$ cat src/rtl/aes_shiftrows_pipe.sv
// ---------------------------------------------------------------------------
// aes_shiftrows_pipe
//
// Pipelined ShiftRows / InvShiftRows unit shared by the AES encrypt and
// decrypt datapaths. The selected row permutation is applied combinationally
// in front of the first register stage. The beat then moves through
// PIPE_STAGES register stages under full valid/ready flow control.
//
// Parameters
//   PIPE_STAGES  number of register stages (1..4), equal to the latency
//   TAG_W        width of the sideband tag carried with each beat (1..16)
//
// Ports
//   clk        rising-edge clock
//   rst        asynchronous, active-high reset
//   in_valid   upstream beat valid
//   in_ready   unit accepts a beat this cycle
//   in_inv     0 = ShiftRows (encrypt), 1 = InvShiftRows (decrypt)
//   in_bypass  (only with AES_SR_BYPASS_EN) load in_state unpermuted
//   in_state   AES state, byte k at bits [127-8k -: 8]
//   in_tag     sideband tag, passed through unmodified
//   out_valid  result beat valid
//   out_ready  downstream accepts the beat
//   out_state  permuted state
//   out_tag    tag of the result beat
//   occupancy  number of valid beats held in the pipeline
//
// Optional feature macro: AES_SR_BYPASS_EN (adds the in_bypass port).
// ---------------------------------------------------------------------------
module aes_shiftrows_pipe #(
    parameter int PIPE_STAGES = 2,
    parameter int TAG_W       = 4
) (
    input  logic             clk,
    input  logic             rst,
    input  logic             in_valid,
    output logic             in_ready,
    input  logic             in_inv,
`ifdef AES_SR_BYPASS_EN
    input  logic             in_bypass,
`endif
    input  logic [127:0]     in_state,
    input  logic [TAG_W-1:0] in_tag,
    output logic             out_valid,
    input  logic             out_ready,
    output logic [127:0]     out_state,
    output logic [TAG_W-1:0] out_tag,
    output logic [2:0]       occupancy
);

    localparam int LAST = PIPE_STAGES - 1;

    // Byte k sits at row k mod 4, column k div 4. Row r rotates left by r
    // columns for the forward transform and right by r for the inverse.
    function automatic logic [127:0] shift_rows(input logic [127:0] s,
                                                input logic         inv);
        logic [127:0] r_s;
        int           src;
        r_s = s;
        for (int row = 1; row < 4; row++) begin
            for (int col = 0; col < 4; col++) begin
                src = inv ? ((col - row + 4) % 4) : ((col + row) % 4);
                r_s[127 - 8*(4*col + row) -: 8] = s[127 - 8*(4*src + row) -: 8];
            end
        end
        return r_s;
    endfunction

    logic [PIPE_STAGES-1:0] vld_p;
    logic [127:0]           state_p [PIPE_STAGES];
    logic [TAG_W-1:0]       tag_p   [PIPE_STAGES];

    logic [PIPE_STAGES-1:0] load;
    logic [PIPE_STAGES-1:0] up_vld;
    logic [127:0]           up_state [PIPE_STAGES];
    logic [TAG_W-1:0]       up_tag   [PIPE_STAGES];
    logic [127:0]           in_perm;
    logic                   in_fire;
    logic                   out_fire;

    // Input side: permutation ahead of stage 1
`ifdef AES_SR_BYPASS_EN
    assign in_perm = in_bypass ? in_state : shift_rows(in_state, in_inv);
`else
    assign in_perm = shift_rows(in_state, in_inv);
`endif

    // Ready chain: a stage can load when it is empty or its beat moves on.
    // Unrolled, that is: out_ready, or any stage at or after this one is
    // empty. Computing it that way keeps the chain free of self-reference.
    always_comb begin
        logic chain;
        load  = '0;
        chain = out_ready;
        for (int i = LAST; i >= 0; i--) begin
            chain   = chain | ~vld_p[i];
            load[i] = chain;
        end
    end

    // Source of each stage: the permuted input for stage 1, the previous
    // stage for the rest.
    always_comb begin
        up_vld      = '0;
        up_vld[0]   = in_valid;
        up_state[0] = in_perm;
        up_tag[0]   = in_tag;
        for (int i = 1; i < PIPE_STAGES; i++) begin
            up_vld[i]   = vld_p[i-1];
            up_state[i] = state_p[i-1];
            up_tag[i]   = tag_p[i-1];
        end
    end

    assign in_ready  = load[0];
    assign in_fire   = in_valid & in_ready;
    assign out_fire  = vld_p[LAST] & out_ready;

    // Register stages 1..PIPE_STAGES. Data only moves when a valid beat
    // arrives, so a drained stage keeps its last contents.
    always_ff @(posedge clk or posedge rst) begin
        if (rst) begin
            vld_p <= '0;
            for (int i = 0; i < PIPE_STAGES; i++) begin
                state_p[i] <= '0;
                tag_p[i]   <= '0;
            end
        end else begin
            for (int i = 0; i < PIPE_STAGES; i++) begin
                if (load[i]) begin
                    vld_p[i] <= up_vld[i];
                    if (up_vld[i]) begin
                        state_p[i] <= up_state[i];
                        tag_p[i]   <= up_tag[i];
                    end
                end
            end
        end
    end

    // Output side
    assign out_valid = vld_p[LAST];
    assign out_state = state_p[LAST];
    assign out_tag   = tag_p[LAST];

    // Occupancy: simultaneous input and output transfers cancel
    always_ff @(posedge clk or posedge rst) begin
        if (rst) begin
            occupancy <= 3'd0;
        end else begin
            case ({in_fire, out_fire})
                2'b10:   occupancy <= occupancy + 3'd1;
                2'b01:   occupancy <= occupancy - 3'd1;
                default: occupancy <= occupancy;
            endcase
        end
    end

endmodule

$ cat config.mk
export PLATFORM = sky130hd
export DESIGN_NAME = aes_shiftrows_pipe
export DESIGN_NICKNAME = d
export VERILOG_FILES = /design/src/rtl/aes_shiftrows_pipe.sv
export SDC_FILE = /design/constraint.sdc
export NUM_CORES = 1
export LEC_CHECK = 0
export ABC_AREA = 1
export BUFFER_PORTS_ARGS = -buffer_cell sky130_fd_sc_hd__buf_2
export CELL_PAD_IN_SITES_DETAIL_PLACEMENT = 0
export CELL_PAD_IN_SITES_GLOBAL_PLACEMENT = 1
export CORE_ASPECT_RATIO = 0.5
export CORE_UTILIZATION = 36
export CTS_CLUSTER_DIAMETER = 40
export DETAILED_ROUTE_END_ITERATION = 10
export PLACE_DENSITY_LB_ADDON = 0.1
export SLEW_MARGIN = 0
export SYNTH_ARGS = -nofsm -noshare
export SYNTH_HDL_FRONTEND = slang
export SYNTH_SLANG_ARGS = --single-unit
$ cat constraint.sdc
create_clock -name clk -period 8 [get_ports clk]
set_clock_uncertainty 0.1 [all_clocks]
set_input_delay 0 -clock clk [delete_from_list [all_inputs] [get_ports clk]]
set_output_delay 0 -clock clk [all_outputs]
set_load 0.03 [all_outputs]
==> tab_implementation.tex, run 1 <==
\begin{tabular}{lr}
\hline
Metric & Value \\
\hline
\multicolumn{2}{l}{\textbf{Outcome}} \\
\quad Outcome & finished clean \\
\multicolumn{2}{l}{\textbf{Drt}} \\
\quad Routed via count divided by cell count & 4.704 \\
\quad Iteration count of the initial detailed-routing pass & 5 \\
\quad Total via count after detailed routing & 10700 \\
\quad Post-detailed-routing wire length & $\sim$36000 µm \\
\quad Wirelength per Cell & 15.69 µm \\
\quad Antenna-violating nets left & 0 \\
\quad Initial detailed-routing violation count & 719 \\
\quad Detailed-route DRC error count & 0 \\
\multicolumn{2}{l}{\textbf{Critical path}} \\
\quad Critical Path End Type & flip-flop \\
\quad Delay contributed by the slowest stage of the critical path & 900 ps \\
\quad Required time reported for the critical path endpoint & 8340 ps \\
\quad Critical-path maximum fanout & 90 \\
\quad FF-to-FF path depth & 5 \\
\quad Cell type of the slowest stage on the worst timing path & sky130\_fd\_sc\_hd\_\_buf\_4 \\
\quad Register-to-register setup slack & 4080 ps \\
\quad Kind of critical path & flip-flop to flip-flop \\
\quad Worst path arrival time & 4260 ps \\
\quad Ordered cell list for the critical path & nand3\_4 > nand2\_4 > buf\_4 > nand2\_1 > nand2\_1 \\
\quad Top delay family on crit path & simple AND/OR/NAND/NOR gates \\
\quad Destination of the worst register-to-register timing path & state\_p[169]\$\_DFFE\_PP0P\_ \\
\quad Crit path buf inv count & 1 \\
\quad Cell mode on critical path & sky130\_fd\_sc\_hd\_\_nand2\_1 \\
\quad Startpoint Class & flip-flop \\
\quad Launching point of the worst reg2reg path & vld\_p[0]\$\_DFFE\_PP0N\_ \\
\multicolumn{2}{l}{\textbf{Die}} \\
\quad Area inside the core boundary & 33400 µm² \\
\quad Std-Cell Rows & 47 \\
\quad Initial standard-cell utilization of the core & between 30\% and 40\% \\
\quad Horizontal extent of the die & 264.1 µm \\
\quad Vertical die dimension & about 130 µm \\
\quad Full die area & 35130 µm² \\
\quad Top-level port count & 274 \\
\multicolumn{2}{l}{\textbf{Synth}} \\
\quad Fraction of registers with async set or reset after synthesis & 100.0\% \\
\quad Synthesized area per cell & slightly above 8 µm² \\
\quad Number of instances in the synthesized netlist & 1512 \\
\quad Part of the Yosys area used for sequential elements & 54.45\% \\
\quad Number of flops mapped to enable cells by yosys & 0 \\
\quad Total of flip-flops plus latches after synthesis & between 200 and 300 \\
\quad Synth Flop Type & sky130\_fd\_sc\_hd\_\_dfrtp\_1 \\
\quad Number of warning messages in the yosys log & 0 \\
\quad Post-Syn Nets & between 1500 and 2000 \\
\quad Post-synth design cell area & 12360 µm² \\
\quad Count of cell types in the netlist & 16 \\
\multicolumn{2}{l}{\textbf{Hold path}} \\
\quad Hold Path Depth & 3 \\
\quad Worst min-delay path category & input port to flip-flop \\
\quad Critical hold path startpoint & in\_valid \\
\quad Sink of the worst hold path & state\_p[172]\$\_DFFE\_PP0P\_ \\
\multicolumn{2}{l}{\textbf{Finish}} \\
\quad \# diodes & 0 \\
\quad Layout filler cell count & 3377 \\
\quad Multi-input gate area in the final layout & 4163 µm² \\
\quad Top library cells by usage in the layout, fill and taps aside & sky130\_fd\_sc\_hd\_\_nand2\_1, sky130\_fd\_sc\_hd\_\_buf\_2, sky130\_fd\_sc\_hd\_\_dfrtp\_1, sky130\_fd\_sc\_hd\_\_nand3\_1, sky130\_fd\_sc\_hd\_\_dlygate4sd3\_1 \\
\quad Most common cell after layout, fill and taps aside & sky130\_fd\_sc\_hd\_\_nand2\_1 \\
\quad Fraction of final layout cells with drive strength greater than 1 & 18.77\% \\
\quad Filler-free cell count of the finished design & 2274 \\
\quad Final instance area & roughly 16000 µm² \\
\quad Synthesis-to-layout area growth & 30.56\% \\
\quad Area used by sequential logic in the layout & 6735 µm² \\
\quad Layout Nets & 1947 \\
\multicolumn{2}{l}{\textbf{Placed design}} \\
\quad Area after detailed placement & 12940 µm² \\
\quad DPL Wire Length & 20700 µm \\
\quad Post-placement cell count & between 2000 and 2500 \\
\quad Port Buffer Count & 273 \\
\quad Gpl congestion & 0.7709 \\
\multicolumn{2}{l}{\textbf{GRT}} \\
\quad Via count of the first global-routing pass & 11010 \\
\quad Number of antenna violations at the first check in global routing & 0 \\
\quad Wire length of the first global-routing pass & 58230 µm \\
\quad All-layer global routing usage & 20.71\% \\
\quad Maximum number of pins on one net before global-route repair & around 150 \\
\quad Total gr overflow & 0 \\
\multicolumn{2}{l}{\textbf{STA}} \\
\quad Max Transition Viols Final & 0 \\
\quad Max Fclk & approximately 260 MHz \\
\quad Relative max-transition margin & between 20 and 25\% \\
\quad Hold WS & 25.73 ps \\
\quad Finish-stage setup viols & 0 \\
\quad Min cycle time layout & 3921 ps \\
\quad Ratio of final minimum period to clock period & between 40\% and 50\% \\
\quad Worst slew pin tran & 1168 ps \\
\quad Hold violation total from the final report & 0 \\
\quad Total negative slack & 0 ps \\
\quad Setup repair after global routing missed its margin & no \\
\multicolumn{2}{l}{\textbf{Clock network}} \\
\quad Clk slew on worst S/H paths & 60 ps \\
\quad Total clock buffers created by CTS & 36 \\
\quad Setup repair bufs after CTS & 0 \\
\quad Clock buffer depth & 3 \\
\quad Clk root buf & sky130\_fd\_sc\_hd\_\_clkbuf\_16 \\
\quad H-tree depth & 2 \\
\quad Post-cts sizing count & 0 \\
\quad Insertion delay to the later sink of the worst-skew pair & slightly above 500 ps \\
\quad TritonCTS clock tree & done \\
\quad Clk sink count & between 200 and 300 \\
\quad Post-CTS Hold Buffers & between 200 and 250 \\
\multicolumn{2}{l}{\textbf{Pwr}} \\
\quad Static leakage & 8.827 nW \\
\quad Final Total Pwr & around 4.7 mW \\
\quad Max rail drop VDD & $\sim$160 µV \\
\quad Power per cell area & between 200 and 300 nW/µm² \\
\multicolumn{2}{l}{\textbf{Run}} \\
\quad \# Max-Cap Violations & 0 \\
\hline
\end{tabular}
[through the flow]
| step | utilization (%) | worst slack [ps] |
|---|---|---|
| finish | 48.33 | 4079 |
| global route | 48.33 | 3771 |
| CTS | 48.33 | 4084 |
| detailed placement | 38.73 | 4099 |
| global placement | 38.73 | 4137 |
| floorplan | - | 489.7 |
[tightest hold or removal path: stages]
cell and delay, ps:
sky130_fd_sc_hd__buf_4 320, sky130_fd_sc_hd__nand3_1 190, sky130_fd_sc_hd__nand2_1 50
[sequential cells by signal, indices dropped and copies added, names as in the netlist]
name       cells
occupancy      3
out_state    128
out_tag        4
state_p      128
tag_p          4
vld_p          2
[report_power, final]
group          switching (mW)  internal, mW  total (mW)  leakage, nW
sequential              0.187          1.67        1.85         3.35
clock                   0.631         0.908        1.54        0.547
combinational           0.922         0.413        1.34         4.93
[cell families (layout without fill, tap and decap cells)]
family | count (synthesis) | count (layout) | synth area share [%]
compound gates | 1 | 1 | 0.04044
fa+ha+maj | 2 | 2 | 0.2631
flops | 269 | 269 | 54.45
buf+inv | 241 | 562 | 12.00
simple gates | 998 | 998 | 33.17
xor+xnor | 1 | 1 | 0.07086
[worst max-delay path by stage]
stage,cells past startpoint,slack (ps),from,endpoint
after floorplan,1,490,rst,occupancy[0]$_DFFE_PP0P_
after detailed placement,5,4100,vld_p[0]$_DFFE_PP0N_,state_p[242]$_DFFE_PP0P_
after global routing,5,3770,vld_p[0]$_DFFE_PP0N_,state_p[229]$_DFFE_PP0P_
final,5,4080,vld_p[0]$_DFFE_PP0N_,state_p[169]$_DFFE_PP0P_
after CTS,5,4080,vld_p[0]$_DFFE_PP0N_,state_p[169]$_DFFE_PP0P_
after global placement,5,4140,vld_p[0]$_DFFE_PP0N_,state_p[164]$_DFFE_PP0P_
[synthesized netlist by cell type (3+ instances only)]
library cell	count	share of area, %
sky130_fd_sc_hd__nand2_1	728	22
sky130_fd_sc_hd__dfrtp_1	269	54
sky130_fd_sc_hd__nand3_1	265	11
sky130_fd_sc_hd__buf_4	141	8.6
sky130_fd_sc_hd__clkbuf_1	43	1.3
sky130_fd_sc_hd__buf_2	40	1.6
sky130_fd_sc_hd__inv_1	9	0.27
sky130_fd_sc_hd__buf_1	7	0.21
sky130_fd_sc_hd__nand2_2	3	0.15
[per-layer routing]
metal / part of all wire, % / vias to the layer above / global-route usage (%) / wire, µm
li1: - / 5218 / - / -
met1: 45 / 5224 / 26.86 / 16020
met2: 50 / 208 / 36.49 / 17810
met3: 3.6 / 48 / 3.257 / 1272
met4: 1.6 / 0 / 4.587 / 582
met5: 0 / - / 0 / 0
[final cells by class]
| cell class | instances | share of cell area [%] |
|---|---|---|
| Clock inverter | 17 | 0.8914 |
| Tap cell | 441 | 3.418 |
| Multi-Input combinational cell | 1002 | 25.79 |
| Timing Repair Buffer | 489 | 21.83 |
| Clock buffer | 46 | 6.069 |
| Sequential cell | 269 | 41.73 |
| Inverter | 10 | 0.2790 |
(Power assumes the default switching activity.)
==> run 2: changes to the inputs <==
--- a/config.mk
+++ b/config.mk
@@ -10,7 +10,7 @@
 export CELL_PAD_IN_SITES_DETAIL_PLACEMENT = 0
 export CELL_PAD_IN_SITES_GLOBAL_PLACEMENT = 1
 export CORE_ASPECT_RATIO = 0.5
-export CORE_UTILIZATION = 36
+export CORE_UTILIZATION = 40
 export CTS_CLUSTER_DIAMETER = 40
 export DETAILED_ROUTE_END_ITERATION = 10
 export PLACE_DENSITY_LB_ADDON = 0.1
==> constraint.sdc (replaced) <==
create_clock -name clk -period 3.85 [get_ports clk]
set_clock_uncertainty 0.1 [all_clocks]
set_input_delay 0 -clock clk [delete_from_list [all_inputs] [get_ports clk]]
set_output_delay 0 -clock clk [all_outputs]
set_load 0.03 [all_outputs]
==> run 2 against run 1 <==
  * Routed wire length decreased by 2.3%
  * Clock-buffer cell count decreased by 7
  * Final cell count decreased by 2.2%
  * Die area decreased by 9.9%
  * Largest cell class unchanged
==> tab_implementation.tex, run 2 (synthesis results as in run 1) <==
\begin{tabular}{lr}
\hline
Metric & Value \\
\hline
\multicolumn{2}{l}{\textbf{Critical path}} \\
\quad Register-to-register setup slack & 1080 ps (-3000 ps) \\
\quad Startpoint Class & flip-flop \\
\quad Kind of critical path & flip-flop to flip-flop \\
\quad Critical Path End Type & flip-flop \\
\quad Critical Path Source & vld\_p[0]\$\_DFFE\_PP0N\_ \\
\quad FF-to-FF path depth & 5 (unchanged) \\
\quad Destination of the worst register-to-register timing path & state\_p[132]\$\_DFFE\_PP0P\_ \\
\quad Required time reported for the critical path endpoint & 4240 ps (-4100 ps) \\
\quad Launching point of the worst reg2reg path & vld\_p[0]\$\_DFFE\_PP0N\_ \\
\quad Last element of the critical path & state\_p[132]\$\_DFFE\_PP0P\_ \\
\quad Critical-path maximum fanout & 67 (-26\%) \\
\quad Worst path arrival time & 3170 ps (-1090 ps) \\
\multicolumn{2}{l}{\textbf{Clock network}} \\
\quad TritonCTS clock tree & done \\
\quad Clock buffer depth & 3 (unchanged) \\
\quad H-tree depth & 1 (-1) \\
\quad Clk slew on worst S/H paths & 60 ps (about the same) \\
\quad Setup repair bufs after CTS & 0 (unchanged) \\
\quad Total clock buffers created by CTS & 30 (-17\%) \\
\quad Post-CTS Hold Buffers & 202 (-2.9\%) \\
\quad Post-cts sizing count & 0 (unchanged) \\
\quad Clk sink count & 269 (unchanged) \\
\quad Insertion delay to the later sink of the worst-skew pair & 550 ps (+40 ps) \\
\quad Clk root buf & sky130\_fd\_sc\_hd\_\_clkbuf\_16 \\
\multicolumn{2}{l}{\textbf{STA}} \\
\quad Hold violation total from the final report & 0 (unchanged) \\
\quad Max Transition Viols Final & 0 (unchanged) \\
\quad Finish-stage setup viols & 0 (unchanged) \\
\quad Relative max-transition margin & 25.89\% (+3.7 points) \\
\quad Setup repair after global routing missed its margin & no \\
\quad Max Fclk & 360.9 MHz (+41\%) \\
\quad Worst slew pin tran & 1112 ps (-56.05 ps) \\
\quad Min cycle time layout & 2771 ps (-1150 ps) \\
\quad Hold WS & 83.28 ps (+57.56 ps) \\
\quad Total negative slack & 0 ps (unchanged) \\
\quad Ratio of final minimum period to clock period & 71.98\% (+23 points) \\
\multicolumn{2}{l}{\textbf{Pwr}} \\
\quad Static leakage & 8.771 nW (-0.63\%) \\
\quad Max rail drop VDD & 339.4 µV (+110\%) \\
\quad Power per cell area & 594.1 nW/µm² (+100\%) \\
\multicolumn{2}{l}{\textbf{Hold path}} \\
\quad Worst min-delay path category & input port to flip-flop \\
\quad Critical hold path startpoint & in\_valid \\
\multicolumn{2}{l}{\textbf{Placed design}} \\
\quad Port Buffer Count & 273 (unchanged) \\
\quad DPL Wire Length & 20780 µm (+0.41\%) \\
\quad Gpl congestion & 0.8118 (+5.3\%) \\
\quad Area after detailed placement & 12970 µm² (+0.26\%) \\
\multicolumn{2}{l}{\textbf{Drt}} \\
\quad Initial detailed-routing violation count & 607 (-16\%) \\
\quad Wirelength per Cell & 15.68 µm (about the same) \\
\quad Detailed-route DRC error count & 0 (unchanged) \\
\quad Iteration count of the initial detailed-routing pass & 5 (unchanged) \\
\quad Total via count after detailed routing & 10690 (-0.10\%) \\
\quad Routed via count divided by cell count & 4.807 (+2.2\%) \\
\quad Antenna-violating nets left & 0 (unchanged) \\
\quad Post-detailed-routing wire length & 34870 µm (-2.3\%) \\
\multicolumn{2}{l}{\textbf{Die}} \\
\quad Std-Cell Rows & 45 (-4.3\%) \\
\quad Area inside the core boundary & 30350 µm² (-9.1\%) \\
\quad Initial standard-cell utilization of the core & 40.74\% (+3.7 points) \\
\quad Top-level port count & 274 (unchanged) \\
\quad Vertical die dimension & 126.3 µm (-5.1\%) \\
\quad Full die area & 31660 µm² (-9.9\%) \\
\quad Horizontal extent of the die & 250.6 µm (-5.1\%) \\
\multicolumn{2}{l}{\textbf{GRT}} \\
\quad Total gr overflow & 0 (unchanged) \\
\quad Maximum number of pins on one net before global-route repair & 134 (-9.5\%) \\
\quad Via count of the first global-routing pass & 10920 (-0.84\%) \\
\quad Wire length of the first global-routing pass & 56660 µm (-2.7\%) \\
\quad Met1 routing resource usage after global routing & 30.06\% (+3.2 points) \\
\quad Number of antenna violations at the first check in global routing & 0 (unchanged) \\
\quad Global-route met2 utilization & 38.10\% (+1.6 points) \\
\quad Gr busiest metal & met2 \\
\quad Met3 usage in global routing & 3.407\% (+0.15 points) \\
\quad All-layer global routing usage & 22.18\% (+1.5 points) \\
\multicolumn{2}{l}{\textbf{Finish}} \\
\quad Layout Nets & 1942 (-0.26\%) \\
\quad Fraction of final layout cells with drive strength greater than 1 & 18.91\% (+0.15 points) \\
\quad Top library cells by usage in the layout, fill and taps aside & sky130\_fd\_sc\_hd\_\_nand2\_1, sky130\_fd\_sc\_hd\_\_buf\_2, sky130\_fd\_sc\_hd\_\_dfrtp\_1, sky130\_fd\_sc\_hd\_\_nand3\_1, sky130\_fd\_sc\_hd\_\_dlygate4sd3\_1 \\
\quad Most common cell after layout, fill and taps aside & sky130\_fd\_sc\_hd\_\_nand2\_1 \\
\quad Final instance area & 15990 µm² (-0.96\%) \\
\quad \# diodes & 0 (unchanged) \\
\quad Synthesis-to-layout area growth & 29.31\% \\
\multicolumn{2}{l}{\textbf{Outcome}} \\
\quad Outcome & finished clean \\
\multicolumn{2}{l}{\textbf{Run}} \\
\quad \# Max-Cap Violations & 0 (unchanged) \\
\hline
\end{tabular}
[run 2: changes by cell type in the layout (fill, tap and decap cells not counted), sizes merged]
cell	previous run	this run
buf	281	288
clkbuf	46	39
clkinv	9	3
inv	14	12
clkinvlp	3	8
dlygate4sd3	208	202
[run 2: power breakdown]
group	switching (mW)	internal (mW)
Combinational	1.93	0.865
Clock	1.22	1.65
Sequential	0.377	3.46
[run 2: stage by stage]
stage | total power [mW] | utilization (%) | std cells | worst slack, ps
floorplan | 6.211 | - | 1512 | 196.5
global placement | 6.483 | 42.74 | 1968 | 1386
detailed placement | 6.528 | 42.74 | 1968 | 1356
CTS | 9.609 | 52.68 | 2223 | 1054
global route | 10.02 | 52.68 | 2223 | 899.2
finish | 9.497 | 52.68 | 2223 | 1079
[run 2: worst min path at each step]
stage | endpoint | depth (start not counted) | slack, ps
2_1_floorplan | state_p[136]$_DFFE_PP0P_ | 2 | 40
3_3_place_gp | state_p[186]$_DFFE_PP0P_ | 2 | 2
3_5_place_dp | state_p[186]$_DFFE_PP0P_ | 2 | 20
4_1_cts | occupancy[0]$_DFFE_PP0P_ | 4 | 50
5_1_grt | state_p[184]$_DFFE_PP0P_ | 4 | 100
6_report | occupancy[0]$_DFFE_PP0P_ | 4 | 80
[run 2: critical path: stages (launching register included)]
cell and delay [ps]:
sky130_fd_sc_hd__dfrtp_4 660, sky130_fd_sc_hd__nand3_4 430, sky130_fd_sc_hd__buf_4 720, sky130_fd_sc_hd__nand3_1 130, sky130_fd_sc_hd__dlygate4sd3_1 590, sky130_fd_sc_hd__nand2_1 60
[run 2: layer usage]
layer | vias up | wire [µm] | share of wire (%)
met2 | 194 | 16950 | 49
met4 | 0 | 524 | 1.5
li1 | 5202 | - | -
met3 | 48 | 1288 | 3.7
met1 | 5243 | 16100 | 46
met5 | - | 0 | 0
[run 2: final cells by class]
class	instances	area [µm²]
Inverter	10	41.29
Multi-Input combinational cell	1002	4163
Timing Repair Buffer	490	3553
Clock buffer	39	855.8
Clock inverter	14	138.9
Sequential cell	269	6735
Fill cell	2940	14360
Tap cell	399	499.2
==> run 3: changes to the inputs <==
--- a/config.mk
+++ b/config.mk
@@ -5,12 +5,12 @@
 export SDC_FILE = /design/constraint.sdc
 export NUM_CORES = 1
 export LEC_CHECK = 0
-export ABC_AREA = 1
+export ABC_AREA = 0
 export BUFFER_PORTS_ARGS = -buffer_cell sky130_fd_sc_hd__buf_2
 export CELL_PAD_IN_SITES_DETAIL_PLACEMENT = 0
 export CELL_PAD_IN_SITES_GLOBAL_PLACEMENT = 1
 export CORE_ASPECT_RATIO = 0.5
-export CORE_UTILIZATION = 40
+export CORE_UTILIZATION = 44
 export CTS_CLUSTER_DIAMETER = 40
 export DETAILED_ROUTE_END_ITERATION = 10
 export PLACE_DENSITY_LB_ADDON = 0.1
==> constraint.sdc (replaced) <==
create_clock -name clk -period 2.9 [get_ports clk]
set_clock_uncertainty 0.1 [all_clocks]
set_input_delay 0 -clock clk [delete_from_list [all_inputs] [get_ports clk]]
set_output_delay 0 -clock clk [all_outputs]
set_load 0.03 [all_outputs]
==> run 3 against run 2 <==
  * Global-route usage decreased by 2.9 points
  * Highest routed layer unchanged
  * Critical path type unchanged
  * Clock-buffer cell count fell by 5
  * Worst hold slack better by 25 ps
==> tab_implementation.tex, run 3 <==
\begin{tabular}{lr}
\hline
Metric & Value \\
\hline
\multicolumn{2}{l}{\textbf{Hold path}} \\
\quad Critical hold path startpoint & in\_state[14] \\
\quad Hold Path Depth & 3 (-1) \\
\quad Worst min-delay path category & input port to flip-flop \\
\quad Sink of the worst hold path & state\_p[206]\$\_DFFE\_PP0P\_ \\
\multicolumn{2}{l}{\textbf{Finish}} \\
\quad Layout Nets & 1315 (-32\%) \\
\quad Layout filler cell count & 2193 (-25\%) \\
\quad Fraction of final layout cells with drive strength greater than 1 & 44.95\% (+26 points) \\
\quad Most common cell after layout, fill and taps aside & sky130\_fd\_sc\_hd\_\_buf\_2 \\
\quad Synthesis-to-layout area growth & 28.82\% \\
\quad Area used by sequential logic in the layout & 6731 µm² (about the same) \\
\quad Multi-input gate area in the final layout & 4088 µm² (-1.8\%) \\
\quad Filler-free cell count of the finished design & 1552 (-30\%) \\
\quad Top library cells by usage in the layout, fill and taps aside & sky130\_fd\_sc\_hd\_\_buf\_2, sky130\_fd\_sc\_hd\_\_dfrtp\_1, sky130\_fd\_sc\_hd\_\_dlygate4sd3\_1, sky130\_fd\_sc\_hd\_\_mux2\_2, sky130\_fd\_sc\_hd\_\_mux2\_4 \\
\quad Final instance area & 15640 µm² (-2.1\%) \\
\multicolumn{2}{l}{\textbf{Synth}} \\
\quad Number of flops mapped to enable cells by yosys & 0 (unchanged) \\
\quad Count of cell types in the netlist & 23 (+7) \\
\quad Cell with the most instances after synthesis & sky130\_fd\_sc\_hd\_\_dfrtp\_1 \\
\quad Part of the Yosys area used for sequential elements & 55.43\% (+0.98 points) \\
\quad Number of warning messages in the yosys log & 0 (unchanged) \\
\quad Total of flip-flops plus latches after synthesis & 269 (unchanged) \\
\quad Post-Syn Nets & 1006 (-39\%) \\
\quad Number of instances in the synthesized netlist & 867 (-43\%) \\
\quad Post-synth top cells & sky130\_fd\_sc\_hd\_\_dfrtp\_1, sky130\_fd\_sc\_hd\_\_buf\_4, sky130\_fd\_sc\_hd\_\_mux2\_2 \\
\quad Synth top area share & 55.43\% (+0.98 points) \\
\quad Post-synth design cell area & 12140 µm² (-1.8\%) \\
\quad Synthesized area per cell & 14.01 µm² (+71\%) \\
\quad Biggest area contributors in the synthesized netlist & sky130\_fd\_sc\_hd\_\_dfrtp\_1, sky130\_fd\_sc\_hd\_\_mux2\_4, sky130\_fd\_sc\_hd\_\_mux2\_2, sky130\_fd\_sc\_hd\_\_buf\_4, sky130\_fd\_sc\_hd\_\_mux2i\_1 \\
\quad Synth area leader & sky130\_fd\_sc\_hd\_\_dfrtp\_1 \\
\quad Fraction of registers with async set or reset after synthesis & 100.0\% (unchanged) \\
\quad Synth Flop Type & sky130\_fd\_sc\_hd\_\_dfrtp\_1 \\
\multicolumn{2}{l}{\textbf{GRT}} \\
\quad Met1 routing resource usage after global routing & 24.78\% (-5.3 points) \\
\quad Global-route met2 utilization & 31.75\% (-6.4 points) \\
\quad All-layer global routing usage & 19.24\% (-2.9 points) \\
\quad Via count of the first global-routing pass & 7924 (-27\%) \\
\quad Met3 usage in global routing & 4.659\% (+1.3 points) \\
\quad Number of antenna violations at the first check in global routing & 3 (+3) \\
\quad Gr busiest metal & met2 \\
\quad Wire length of the first global-routing pass & 43350 µm (-23\%) \\
\quad Total gr overflow & 0 (unchanged) \\
\quad Maximum number of pins on one net before global-route repair & 131 (-2.2\%) \\
\multicolumn{2}{l}{\textbf{Pwr}} \\
\quad Final Total Pwr & 12.18 mW (+28\%) \\
\quad Max rail drop VDD & 566.9 µV (+67\%) \\
\quad Static leakage & 7.283 nW (-17\%) \\
\quad Power per cell area & 778.5 nW/µm² (+31\%) \\
\multicolumn{2}{l}{\textbf{STA}} \\
\quad Max Transition Viols Final & 0 (unchanged) \\
\quad Max Fclk & 469.1 MHz (+30\%) \\
\quad Hold violation total from the final report & 0 (unchanged) \\
\quad Min cycle time layout & 2132 ps (-639.4 ps) \\
\quad Total negative slack & 0 ps (unchanged) \\
\quad Worst slew pin tran & 1069 ps (-42.23 ps) \\
\quad Setup slack after layout & 768.3 ps (-310.6 ps) \\
\quad Relative max-transition margin & 28.70\% (+2.8 points) \\
\quad Ratio of final minimum period to clock period & 73.51\% (+1.5 points) \\
\quad Setup repair after global routing missed its margin & no \\
\quad Finish-stage setup viols & 0 (unchanged) \\
\multicolumn{2}{l}{\textbf{Clock network}} \\
\quad Clock buffer depth & 3 (unchanged) \\
\quad Post-cts sizing count & 0 (unchanged) \\
\quad TritonCTS clock tree & done \\
\quad Insertion delay to the later sink of the worst-skew pair & 540 ps (about the same) \\
\quad Clk slew on worst S/H paths & 60 ps (about the same) \\
\quad H-tree depth & 1 (unchanged) \\
\quad Clk root buf & sky130\_fd\_sc\_hd\_\_clkbuf\_16 \\
\quad Total clock buffers created by CTS & 29 (-3.3\%) \\
\quad Setup repair bufs after CTS & 0 (unchanged) \\
\quad Clk sink count & 269 (unchanged) \\
\multicolumn{2}{l}{\textbf{Critical path}} \\
\quad Destination of the worst register-to-register timing path & state\_p[144]\$\_DFFE\_PP0P\_ \\
\quad Worst path arrival time & 2520 ps (-650 ps) \\
\quad Ordered cell list for the critical path & nand3b\_4 > buf\_12 > a21oi\_1 > a31oi\_1 > dlygate4sd3\_1 \\
\quad Cell type of the slowest stage on the worst timing path & sky130\_fd\_sc\_hd\_\_dlygate4sd3\_1 \\
\quad Required time reported for the critical path endpoint & 3290 ps (-950 ps) \\
\quad Critical-path maximum fanout & 130 (+94\%) \\
\quad Critical Path End Type & flip-flop \\
\quad Startpoint Class & flip-flop \\
\quad FF-to-FF path depth & 5 (unchanged) \\
\quad Launching point of the worst reg2reg path & vld\_p[0]\$\_DFFE\_PP0N\_ \\
\quad Kind of critical path & flip-flop to flip-flop \\
\quad Delay contributed by the slowest stage of the critical path & 560 ps (-160 ps) \\
\quad Critical Path Source & vld\_p[0]\$\_DFFE\_PP0N\_ \\
\quad Register-to-register setup slack & 770 ps (-310 ps) \\
\multicolumn{2}{l}{\textbf{Die}} \\
\quad Std-Cell Rows & 42 (-6.7\%) \\
\quad Horizontal extent of the die & 237.0 µm (-5.5\%) \\
\quad Top-level port count & 274 (unchanged) \\
\quad Area inside the core boundary & 26750 µm² (-12\%) \\
\quad Vertical die dimension & 119.5 µm (-5.4\%) \\
\quad Full die area & 28310 µm² (-11\%) \\
\quad Initial standard-cell utilization of the core & 45.40\% (+4.7 points) \\
\multicolumn{2}{l}{\textbf{Run}} \\
\quad \# Max-Cap Violations & 0 (unchanged) \\
\multicolumn{2}{l}{\textbf{Drt}} \\
\quad Total via count after detailed routing & 7582 (-29\%) \\
\quad Routed via count divided by cell count & 4.885 (+1.6\%) \\
\quad Post-detailed-routing wire length & 26790 µm (-23\%) \\
\quad Initial detailed-routing violation count & 382 (-37\%) \\
\quad Antenna-violating nets left & 0 (unchanged) \\
\quad Wirelength per Cell & 17.26 µm (+10\%) \\
\quad Detailed-route DRC error count & 0 (unchanged) \\
\quad Iteration count of the initial detailed-routing pass & 4 (-1) \\
\multicolumn{2}{l}{\textbf{Placed design}} \\
\quad Area after detailed placement & 12860 µm² (-0.81\%) \\
\quad Worst slack, placed & 866.1 ps (-490.3 ps) \\
\quad Post-placement cell count & 1316 (-33\%) \\
\quad Port Buffer Count & 273 (unchanged) \\
\quad DPL Wire Length & 16310 µm (-22\%) \\
\quad Gpl congestion & 0.7385 (-9.0\%) \\
\multicolumn{2}{l}{\textbf{Outcome}} \\
\quad Outcome & finished clean \\
\hline
\end{tabular}
-- run 3: cell count changes after synthesis, moves of 6 or more --
cell	before	now
sky130_fd_sc_hd__nand2_1	728	1
sky130_fd_sc_hd__nand3_1	265	0
sky130_fd_sc_hd__mux2_2	0	111
sky130_fd_sc_hd__mux2_4	0	89
sky130_fd_sc_hd__mux2i_1	0	65
sky130_fd_sc_hd__a21oi_1	0	64
sky130_fd_sc_hd__a31oi_1	0	64
sky130_fd_sc_hd__buf_2	40	17
sky130_fd_sc_hd__clkbuf_1	43	21
sky130_fd_sc_hd__buf_6	0	10
sky130_fd_sc_hd__buf_1	7	1
-- run 3: worst max path at each step --
stage | endpoint | cells past startpoint | slack [ps]
after floorplan | occupancy[0]$_DFFE_PP0P_ | 1 | -750
after CTS | state_p[243]$_DFFE_PP0P_ | 5 | 830
after global placement | out_state[98]$_DFFE_PP0P_ | 4 | 900
after global routing | state_p[167]$_DFFE_PP0P_ | 5 | 690
final | state_p[144]$_DFFE_PP0P_ | 5 | 770
after detailed placement | out_state[98]$_DFFE_PP0P_ | 4 | 870
-- run 3: per-layer routing --
| metal | vias up | wire length [µm] |
|---|---|---|
| met4 | 0 | 896 |
| met1 | 3797 | 11690 |
| met3 | 54 | 1272 |
| met5 | - | 0 |
| li1 | 3565 | - |
| met2 | 166 | 12930 |
-- run 3: per-stage QoR --
stage | utilization [%] | hold slack (ps)
4_1_cts | 58.46 | 84.68
6_report | 58.49 | 108.1
2_1_floorplan | - | 48.51
5_1_grt | 58.49 | 99.02
3_3_place_gp | 48.10 | -16.61
3_5_place_dp | 48.10 | 0.1275
-- run 3: cell type report --
class	instances	share of cell area (%)
Antenna cell	3	0.04799
Clock buffer	34	4.887
Clock inverter	18	1.248
Inverter	4	0.1200
Multi-Input combinational cell	406	26.13
Sequential cell	269	43.03
Tap cell	352	2.815
Timing Repair Buffer	466	21.72
-- run 3: kinds of logic (layout without fill, tap and decap cells) --
| family | after synthesis | after routing | share of synthesized area [%] |
|---|---|---|---|
| other | 0 | 3 | 0 |
| muxes | 265 | 265 | 26.65 |
| xor gates and xnor gates | 3 | 3 | 0.2164 |
| DFF | 269 | 269 | 55.43 |
| AOI/OAI and AO/OA | 128 | 128 | 5.934 |
| buffers and inverters | 192 | 522 | 11.09 |
| and+or+nand+nor | 8 | 8 | 0.4121 |
| adders and majority gates | 2 | 2 | 0.2679 |
-- run 3: critical path, delay by kind of cell, from the launching register on --
family / cells / cell delay, ps
flops: 1 / 440
simple gates: 1 / 130
buf+inv: 2 / 1010
compound gates: 2 / 340
-- run 3: power breakdown --
group	internal, mW	leakage, nW	switching [mW]
sequential	4.54	3.06	0.421
combinational	1.51	3.75	1.97
clock	2.17	0.474	1.57
-- run 3: what timing repair did --
item | 4_1_cts | 5_1_grt
hold buffers | 181 | 0
hold endpoints to repair | 404 | 0
setup endpoints to repair | 0 | 0
